File: src/rtl/npe_seq.sv
// Layer sequencer for the NPE datapath: accepts a one-shot command, pulls operand
// beats from the feature buffer, strobes each output group and waits for its result.
module npe_seq #(
  parameter int unsigned CNT_WIDTH      = 16,
  parameter int unsigned FLUSH_CYCLES   = 4,
  parameter int unsigned TIMEOUT_CYCLES = 255
) (
  input  logic                 i_clk,
  input  logic                 i_rst,
  input  logic                 i_start,
  input  logic [3:0]           i_mode,
  input  logic [CNT_WIDTH-1:0] i_vec_len,
  input  logic [CNT_WIDTH-1:0] i_group_num,
  input  logic [6:0]           i_pe_mask,
  input  logic                 i_abort,
  input  logic                 i_src_rdy,
  input  logic                 i_result_vld,
  output logic                 o_rd_en,
  output logic                 o_mdata_vld,
  output logic                 o_clear,
  output logic [6:0]           o_pe_en,
  output logic                 o_conv_out,
  output logic                 o_fc_out,
  output logic                 o_max_out,
  output logic                 o_busy,
  output logic                 o_done,
  output logic                 o_err
);

  localparam int unsigned FW = (FLUSH_CYCLES > 1)   ? $clog2(FLUSH_CYCLES)   : 1;
  localparam int unsigned TW = (TIMEOUT_CYCLES > 1) ? $clog2(TIMEOUT_CYCLES) : 1;

  localparam logic [1:0] MODE_CONV = 2'd0;
  localparam logic [1:0] MODE_FC   = 2'd1;
  localparam logic [1:0] MODE_MAX  = 2'd2;

  typedef enum logic [2:0] {
    ST_IDLE, ST_ACC, ST_FLUSH, ST_STROBE, ST_WAIT_RES, ST_DONE
  } state_e;

  state_e               state_q, state_d;
  logic [1:0]           mode_q, mode_d;
  logic [CNT_WIDTH-1:0] vec_len_q, vec_len_d;
  logic [CNT_WIDTH-1:0] grp_num_q, grp_num_d;
  logic [6:0]           mask_q, mask_d;
  logic [CNT_WIDTH-1:0] beat_q, beat_d;
  logic [CNT_WIDTH-1:0] grp_q, grp_d;
  logic [FW-1:0]        flush_q, flush_d;
  logic [TW-1:0]        tmo_q, tmo_d;
  logic                 mdata_vld_q;
  logic                 clear_q, clear_d;
  logic [6:0]           pe_en_q, pe_en_d;
  logic                 conv_q, conv_d;
  logic                 fc_q, fc_d;
  logic                 max_q, max_d;
  logic                 busy_q, busy_d;
  logic                 done_q, done_d;
  logic                 err_q, err_d;
  logic                 rd_en_c;
  logic [CNT_WIDTH-1:0] beat_inc, grp_inc;
  logic                 cmd_legal;

  assign beat_inc  = beat_q + CNT_WIDTH'(1);
  assign grp_inc   = grp_q + CNT_WIDTH'(1);
  assign cmd_legal = (i_mode < 4'd3) && (i_vec_len != '0) && (i_group_num != '0);

  // Next-state and registered-output decode; pulses are set on the transition
  // into the state in which they must be visible.
  always_comb begin
    state_d   = state_q;
    mode_d    = mode_q;
    vec_len_d = vec_len_q;
    grp_num_d = grp_num_q;
    mask_d    = mask_q;
    beat_d    = beat_q;
    grp_d     = grp_q;
    flush_d   = flush_q;
    tmo_d     = tmo_q;
    clear_d   = 1'b0;
    conv_d    = 1'b0;
    fc_d      = 1'b0;
    max_d     = 1'b0;
    done_d    = 1'b0;
    err_d     = 1'b0;
    rd_en_c   = 1'b0;

    case (state_q)
      ST_IDLE: begin
        if (i_start) begin
          if (cmd_legal) begin
            mode_d    = i_mode[1:0];
            vec_len_d = i_vec_len;
            grp_num_d = i_group_num;
            mask_d    = i_pe_mask;
            beat_d    = '0;
            grp_d     = '0;
            clear_d   = 1'b1;
            state_d   = ST_ACC;
          end else begin
            err_d = 1'b1;
          end
        end
      end
      ST_ACC: begin
        rd_en_c = i_src_rdy && (beat_q < vec_len_q);
        if (rd_en_c) begin
          beat_d = beat_inc;
          if (beat_inc == vec_len_q) begin
            flush_d = '0;
            state_d = ST_FLUSH;
          end
        end
      end
      ST_FLUSH: begin
        if (flush_q == FW'(FLUSH_CYCLES - 1)) begin
          state_d = ST_STROBE;
          case (mode_q)
            MODE_CONV: conv_d = 1'b1;
            MODE_FC:   fc_d   = 1'b1;
            MODE_MAX:  max_d  = 1'b1;
            default:   ;
          endcase
        end else begin
          flush_d = flush_q + FW'(1);
        end
      end
      ST_STROBE: begin
        tmo_d   = '0;
        state_d = ST_WAIT_RES;
      end
      ST_WAIT_RES: begin
        if (i_result_vld) begin
          grp_d  = grp_inc;
          beat_d = '0;
          if (grp_inc == grp_num_q) begin
            done_d  = 1'b1;
            state_d = ST_DONE;
          end else begin
            clear_d = 1'b1;
            state_d = ST_ACC;
          end
        end else if (tmo_q == TW'(TIMEOUT_CYCLES - 1)) begin
          err_d   = 1'b1;
          state_d = ST_IDLE;
        end else begin
          tmo_d = tmo_q + TW'(1);
        end
      end
      ST_DONE: state_d = ST_IDLE;
      default: state_d = ST_IDLE;
    endcase

    // Abort overrides every transition, including result and timeout in the same cycle.
    if (i_abort && (state_q != ST_IDLE)) begin
      state_d = ST_IDLE;
      clear_d = 1'b0;
      conv_d  = 1'b0;
      fc_d    = 1'b0;
      max_d   = 1'b0;
      done_d  = 1'b0;
      err_d   = 1'b0;
    end

    busy_d  = (state_d != ST_IDLE);
    pe_en_d = busy_d ? mask_d : 7'h00;
  end

  always_ff @(posedge i_clk) begin
    if (i_rst) begin
      state_q     <= ST_IDLE;
      mode_q      <= '0;
      vec_len_q   <= '0;
      grp_num_q   <= '0;
      mask_q      <= '0;
      beat_q      <= '0;
      grp_q       <= '0;
      flush_q     <= '0;
      tmo_q       <= '0;
      mdata_vld_q <= 1'b0;
      clear_q     <= 1'b0;
      pe_en_q     <= '0;
      conv_q      <= 1'b0;
      fc_q        <= 1'b0;
      max_q       <= 1'b0;
      busy_q      <= 1'b0;
      done_q      <= 1'b0;
      err_q       <= 1'b0;
    end else begin
      state_q     <= state_d;
      mode_q      <= mode_d;
      vec_len_q   <= vec_len_d;
      grp_num_q   <= grp_num_d;
      mask_q      <= mask_d;
      beat_q      <= beat_d;
      grp_q       <= grp_d;
      flush_q     <= flush_d;
      tmo_q       <= tmo_d;
      mdata_vld_q <= rd_en_c;
      clear_q     <= clear_d;
      pe_en_q     <= pe_en_d;
      conv_q      <= conv_d;
      fc_q        <= fc_d;
      max_q       <= max_d;
      busy_q      <= busy_d;
      done_q      <= done_d;
      err_q       <= err_d;
    end
  end

  assign o_rd_en     = rd_en_c;
  assign o_mdata_vld = mdata_vld_q;
  assign o_clear     = clear_q;
  assign o_pe_en     = pe_en_q;
  assign o_conv_out  = conv_q;
  assign o_fc_out    = fc_q;
  assign o_max_out   = max_q;
  assign o_busy      = busy_q;
  assign o_done      = done_q;
  assign o_err       = err_q;

endmodule

File: config.mk
export PLATFORM = sky130hd
export DESIGN_NAME = npe_seq
export DESIGN_NICKNAME = d
export VERILOG_FILES = /design/src/rtl/npe_seq.sv
export SDC_FILE = /design/constraint.sdc
export NUM_CORES = 1
export LEC_CHECK = 0
export CAP_MARGIN = 30
export CORE_AREA = 4 4 117 96
export CTS_CLUSTER_DIAMETER = 200
export DETAILED_ROUTE_END_ITERATION = 8
export DIE_AREA = 0 0 121 100
export GPL_TIMING_DRIVEN = 0
export PLACE_DENSITY = 0.85
export SLEW_MARGIN = 20
export SYNTH_ARGS = -nofsm -noshare
export SYNTH_HDL_FRONTEND = slang
export SYNTH_SLANG_ARGS = --single-unit
File: constraint.sdc
create_clock -name i_clk -period 2.63 [get_ports i_clk]
set_input_delay 0.526 -clock i_clk [delete_from_list [all_inputs] [get_ports i_clk]]
set_output_delay 0.526 -clock i_clk [all_outputs]
set_load 0.02 [all_outputs]
After elaboration in Yosys (flattened, before gate mapping):

Index checks and enable logic that the tools add are counted.

* add/sub/neg operators: 4
* multipliers: 0
* divide/modulo/power cells: 0
* magnitude comparators: 2
* equal/unequal tests: 18
* shift-type cells: 0
* muxes and demuxes: 42
* bitwise operators: 5
* reduce and logical (&&, ||, !) cells: 23

Operators with widths (number)
* 16-bit two-way mux: 5
* 16-bit case mux with 3 select lines: 1
* 16-bit by 1-bit adder with 16-bit output (second input constant): 2
* 16-bit == test: 2
* 16-bit case mux with 2 select lines: 1
* 16-bit nonzero test: 2
* 3-bit two-way mux: 9
* 7-bit two-way mux: 3
* 16-bit less-than comparator: 1
* 8-bit two-way mux: 2
* 2-bit inequality test (second input constant): 8
* 8-bit case mux with 2 select lines: 1
* 3-bit case mux with 5 select lines: 1
* 1-bit two-way mux: 13
* 3-bit nonzero test: 3
* 8-bit by 1-bit adder with 8-bit output (second input constant): 1
* 8-bit == test (second input constant): 1
* 4-bit AND reduction: 2
* 4-bit OR reduction: 2
* 3-bit by 2-bit == test with 1-bit output (second input constant): 2
* 2-bit two-way mux: 3
* 3-bit AND reduction: 2
* 2-bit nonzero test: 3
* 1-bit inverter: 5
* 13 further kinds: 19

* register bits: 101
* bits in latches: 0
* RAM bits: 0
* bits in read-only memories: 0
* input bits: 49
* output and inout port bits: 16
* logic and storage cells: 112
* memories kept: 0

Depth between registers and ports, before layout:

* depth in word-level cells: 10
* mapped depth: 11
* gate-level depth less buffers: 9

Worst setup path before layout:

Ideal clock, no wire load.

* path kind: register to register
* from: register grp_q[0]
* to: register state_q[2]
* setup time: 0.088 ns
* arrival: 2.330 ns
* data required time: 2.542 ns
* path slack: 0.212 ns
* cell stages (with the launch flop): 9
* buffers on the path: 0
* period minus slack after synthesis: 2.418 ns
* cell sequence: dfxtp_1 ha_1 nand4_2 or3_1 a2111oi_2 nand4_1 a2111oi_2 nand2_1 o32ai_2

* word-level cells in the longest chain between the ends: 6

RTL lines
* from (decl): RTL line 47 `logic [CNT_WIDTH-1:0] grp_q, grp_d;`
* from (signal assigned): RTL line 195 `grp_q <= grp_d;`
* 16-bit by 1-bit adder with 16-bit output: RTL line 64 `assign grp_inc = grp_q + CNT_WIDTH'(1);`
* 16-bit == test: RTL line 135 `if (grp_inc == grp_num_q) begin`
* 3-bit two-way mux: RTL line 135
* 3-bit two-way mux: RTL line 132 `if (i_result_vld) begin`
* 3-bit case mux with 5 select lines: RTL line 87 `case (state_q)`
* 3-bit two-way mux: RTL line 154 `if (i_abort && (state_q != ST_IDLE)) begin`
* to (signal assigned): RTL line 189 `state_q <= state_d;`
* to (decl): RTL line 41 `state_e state_q, state_d;`

Every way passes these cells.
A chain may end at the register's enable or synchronous reset.

Worst setup path in the final report:

* from: register vec_len_q[5]
* to: output port o_rd_en

* word-level cells in the longest chain between the ends: 3

RTL lines
* from (decl): RTL line 43 `logic [CNT_WIDTH-1:0] vec_len_q, vec_len_d;`
* from (signal assigned): RTL line 191 `vec_len_q <= vec_len_d;`
* 16-bit less-than comparator: RTL line 105 `rd_en_c = i_src_rdy && (beat_q < vec_len_q);`
* 1-bit logical AND: RTL line 105
* 1-bit two-way mux: RTL line 87
* to (decl): RTL line 18 `output logic o_rd_en,`

Every way passes these cells.

==> flow_summary.rst <==
.. list-table::
   :header-rows: 1

   * - Metric
     - Value
   * - Per-instance average area after synthesis
     - 8.48 µm²
   * - Initial detailed-routing violation count
     - 716
   * - Total wire length
     - 16300 µm
   * - Largest family of logic cells by synthesized area
     - simple AND/OR/NAND/NOR gates
   * - Post-synthesis adder-cell area fraction
     - 0.0483
   * - Cell family contributing the most delay on the critical path
     - compound AO/OA/AOI/OAI gates
   * - Async set or reset register ratio after synthesis
     - 0
   * - Max clock buf depth
     - 2
   * - Share of the yosys chip area belonging to registers
     - 0.371
   * - DIE HEIGHT
     - 100 µm
   * - Post-route core utilization
     - 0.686
   * - Post-layout nets
     - 796
   * - Post-synthesis mux area share
     - 0.0791
   * - Startpoint types
     - register
   * - WS Path Type
     - reg -> out
   * - Final hold viol count
     - 0
   * - Worst Min Path Start
     - mask_q[2]
   * - H-Tree Level Count
     - 3
   * - Count of flip-flops with a built-in enable after synthesis
     - 0
   * - Number of fill cells
     - 779
   * - Global-route usage over all layers
     - 0.252
   * - Largest driver fanout on the critical path
     - 3
   * - Leftover overflow at the end of global routing
     - 0
   * - Die area
     - 12100 µm²
   * - Root cell of the clock tree
     - sky130_fd_sc_hd__clkbuf_16
   * - Detailed-route vias per instance
     - 6.14
   * - Worst setup slack after placement
     - -1.04 ns
   * - Area growth syn-to-layout
     - 27.5%
   * - Via Count
     - 5344
   * - Setup slack after layout
     - -0.0172 ns
   * - FMAX
     - 378 MHz
   * - Share of the clock period used by the worst path after layout
     - 1.01
   * - Fraction of the mapped netlist area in compound gates
     - 0.149
   * - Final RePlAce weighted congestion
     - 0.937
   * - Maximum number of pins on one net before global-route repair
     - 18
   * - Synth Area in XOR/XNOR
     - 0.0788
   * - Arrival time reported for the critical path endpoint
     - 2.12 ns
   * - Final Max Slew Viols
     - 0
   * - Per-cell routed wire length
     - 18.7 µm
   * - Commonest cells after routing, fill and taps aside
     - sky130_fd_sc_hd__dfxtp_1 (82), sky130_fd_sc_hd__nor2_1 (75), sky130_fd_sc_hd__clkdlybuf4s50_1 (63)
   * - I/O Pins
     - 65
   * - CP max stage cell
     - sky130_fd_sc_hd__dfxtp_2
   * - Setup repair after global routing missed its margin
     - true
   * - Total of hold buffers inserted after clock tree synthesis
     - 0
   * - Total power after layout
     - 3160 µW
   * - CTS tree
     - done
   * - Ratio of cells with drive above 1 in the final layout
     - 0.148
   * - Failing checks
     - negative setup slack
   * - Wire length of the first global-routing pass
     - 24300 µm
   * - Overall die width
     - 121 µm
   * - Worst path bufs/invs
     - 3
   * - Data required time of the critical path
     - 2.10 ns
   * - Clock sink count
     - 101
   * - Ys flop type
     - sky130_fd_sc_hd__dfxtp_1
   * - Critical Path Start
     - vec_len_q[5]
   * - Total core area
     - 10100 µm²
   * - Flops & latches, synth
     - 101
   * - Run status
     - complete, but fails checks
   * - Initial core utilization
     - 0.538
   * - Worst path cell trace
     - inv_1 -> ha_1 -> a211o_1 -> o2111ai_2 -> nand4_1 -> o21ai_2 -> nand2_2 -> inv_2 -> buf_6
   * - First-pass DRT Iterations
     - 5
   * - Transition time at the pin with the least slew margin
     - 0.628 ns
   * - Worst slew slack as a fraction of its limit
     - 0.578
   * - Max-capacitance violation count
     - 0
   * - Number of antenna violations at the first check in global routing
     - 0
   * - Number of cells produced by synthesis
     - 642
   * - Remaining antenna violation count
     - 0
   * - Area fraction in and, or, nand and nor cells after synthesis
     - 0.223
   * - Leakage power of the design
     - 0.00282 µW
   * - Origin of the critical flop-to-flop path
     - beat_q[1]
   * - Type of the tightest min-delay check
     - reg -> reg
   * - Most common cell after layout, fill and taps aside
     - sky130_fd_sc_hd__dfxtp_1
   * - Slowest stage delay, CP
     - 0.35 ns
   * - CTS Buf Count
     - 9
   * - Setup clock skew after layout
     - 0.0120 ns
   * - Power per unit of standard cell area
     - 455 nW/µm²
   * - Half-perimeter wire length of the detailed placement result
     - 11700 µm
   * - Synthesized area
     - 5440 µm²
   * - Count of port buffers added during placement
     - 64
   * - Post-route DRC
     - 0
   * - IR drop worst, VDD
     - 381 µV
   * - CP endpoint kind
     - output port
   * - Row cnt
     - 33
   * - Yosys Warn Count
     - 0
   * - Number of global-route vias before repair
     - 4880
   * - Post-Synthesis Net Count
     - 712
   * - Clock edge transition at the registers on the reported setup and hold paths
     - 0.07 ns
   * - Antenna Diode Count
     - 0
   * - Accumulated negative setup slack
     - -0.0335 ns
   * - Shortest clock period the worst path allows after layout
     - 2.65 ns
   * - Distinct cell type count of the synthesized netlist
     - 55
   * - # setup viols final
     - 2
   * - Clk_lat worst skew
     - 0.35 ns
final cells by class:
class | instances | area (µm²) | share of cell area
repair buffers | 77 | 737 | 0.106
clock buffers | 9 | 225 | 0.0324
inverters | 29 | 109 | 0.0157
plain buffers | 34 | 195 | 0.0281
multi-input cells | 474 | 3400 | 0.489
well taps | 140 | 175 | 0.0252
clock inverters | 7 | 47.5 | 0.00685
flip-flops and latches | 101 | 2060 | 0.296
registers in the layout, indices dropped and copies added (netlist names), 2 cells and up:
name	count
beat_q	16
flush_q	2
grp_num_q	16
grp_q	16
mask_q	7
mode_q	2
o_pe_en	7
state_q	3
tmo_q	8
vec_len_q	16
logic make-up after synthesis:
| family | Yosys count |
|---|---|
| DFF | 101 |
| adders and majority gates | 21 |
| buffers and inverters | 67 |
| muxes | 43 |
| AOI/OAI and AO/OA | 126 |
| and+or+nand+nor | 235 |
| xor gates and xnor gates | 49 |
per-stage QoR:
stage / cells / cell area, µm² / hold slack [ns]
final: 871 / 6940 / 0.494
after global routing: 871 / 6940 / 0.520
after CTS: 865 / 6650 / 0.497
after detailed placement: 846 / 6260 / 0.482
after global placement: 846 / 6260 / 0.470
after floorplan: 642 / 5440 / 0.435
power by group:
group          switching, µW  internal, µW  total (µW)
Sequential              18.8          1550        1570
Clock                    618           644        1260
Combinational            173           157         331
Total                    811          2350        3160
worst reg2reg max path, stage by stage, from the launching register on:
cell and delay, ns:
sky130_fd_sc_hd__dfxtp_4 0.42, sky130_fd_sc_hd__ha_4 0.19, sky130_fd_sc_hd__and3_4 0.22, sky130_fd_sc_hd__a21oi_1 0.09, sky130_fd_sc_hd__or4_4 0.54, sky130_fd_sc_hd__nor4_4 0.31
sky130_fd_sc_hd__nand4_1 0.29, sky130_fd_sc_hd__o31ai_1 0.33, sky130_fd_sc_hd__a31oi_1 0.12
routing by layer:
metal | GRT usage | share of wire
met5 | 0 | 0
met4 | 0.0706 | 0.031
met3 | 0.0614 | 0.099
met2 | 0.401 | 0.45
met1 | 0.345 | 0.42
cells in the mapped netlist, drive strengths merged (20+ instances only):
master	n	area (µm²)
inv	29	109
xnor2	29	254
mux2i	43	430
xor2	20	175
dfxtp	101	2020
ha	21	263
nor2	75	282
nand2	43	161
o21ai	28	140
a21oi	40	200
nand4	21	159
clkbuf	21	78.8
final timing paths:
kind	end	slack (ns)	cells after the start
setup reg to reg	state_q[0]	-0.02	8
hold / removal	mask_q[2]	0.49	2
setup / recovery	o_rd_en	-0.02	9
hold reg to reg	mask_q[2]	0.49	2
repair_timing:
item / CTS / global route
gates resized for setup: 36 / 63
endpoints found under the setup margin: 83 / 48
pin swaps: 10 / 19
buffers inserted: 3 / 9
(Power assumes the default switching activity.)
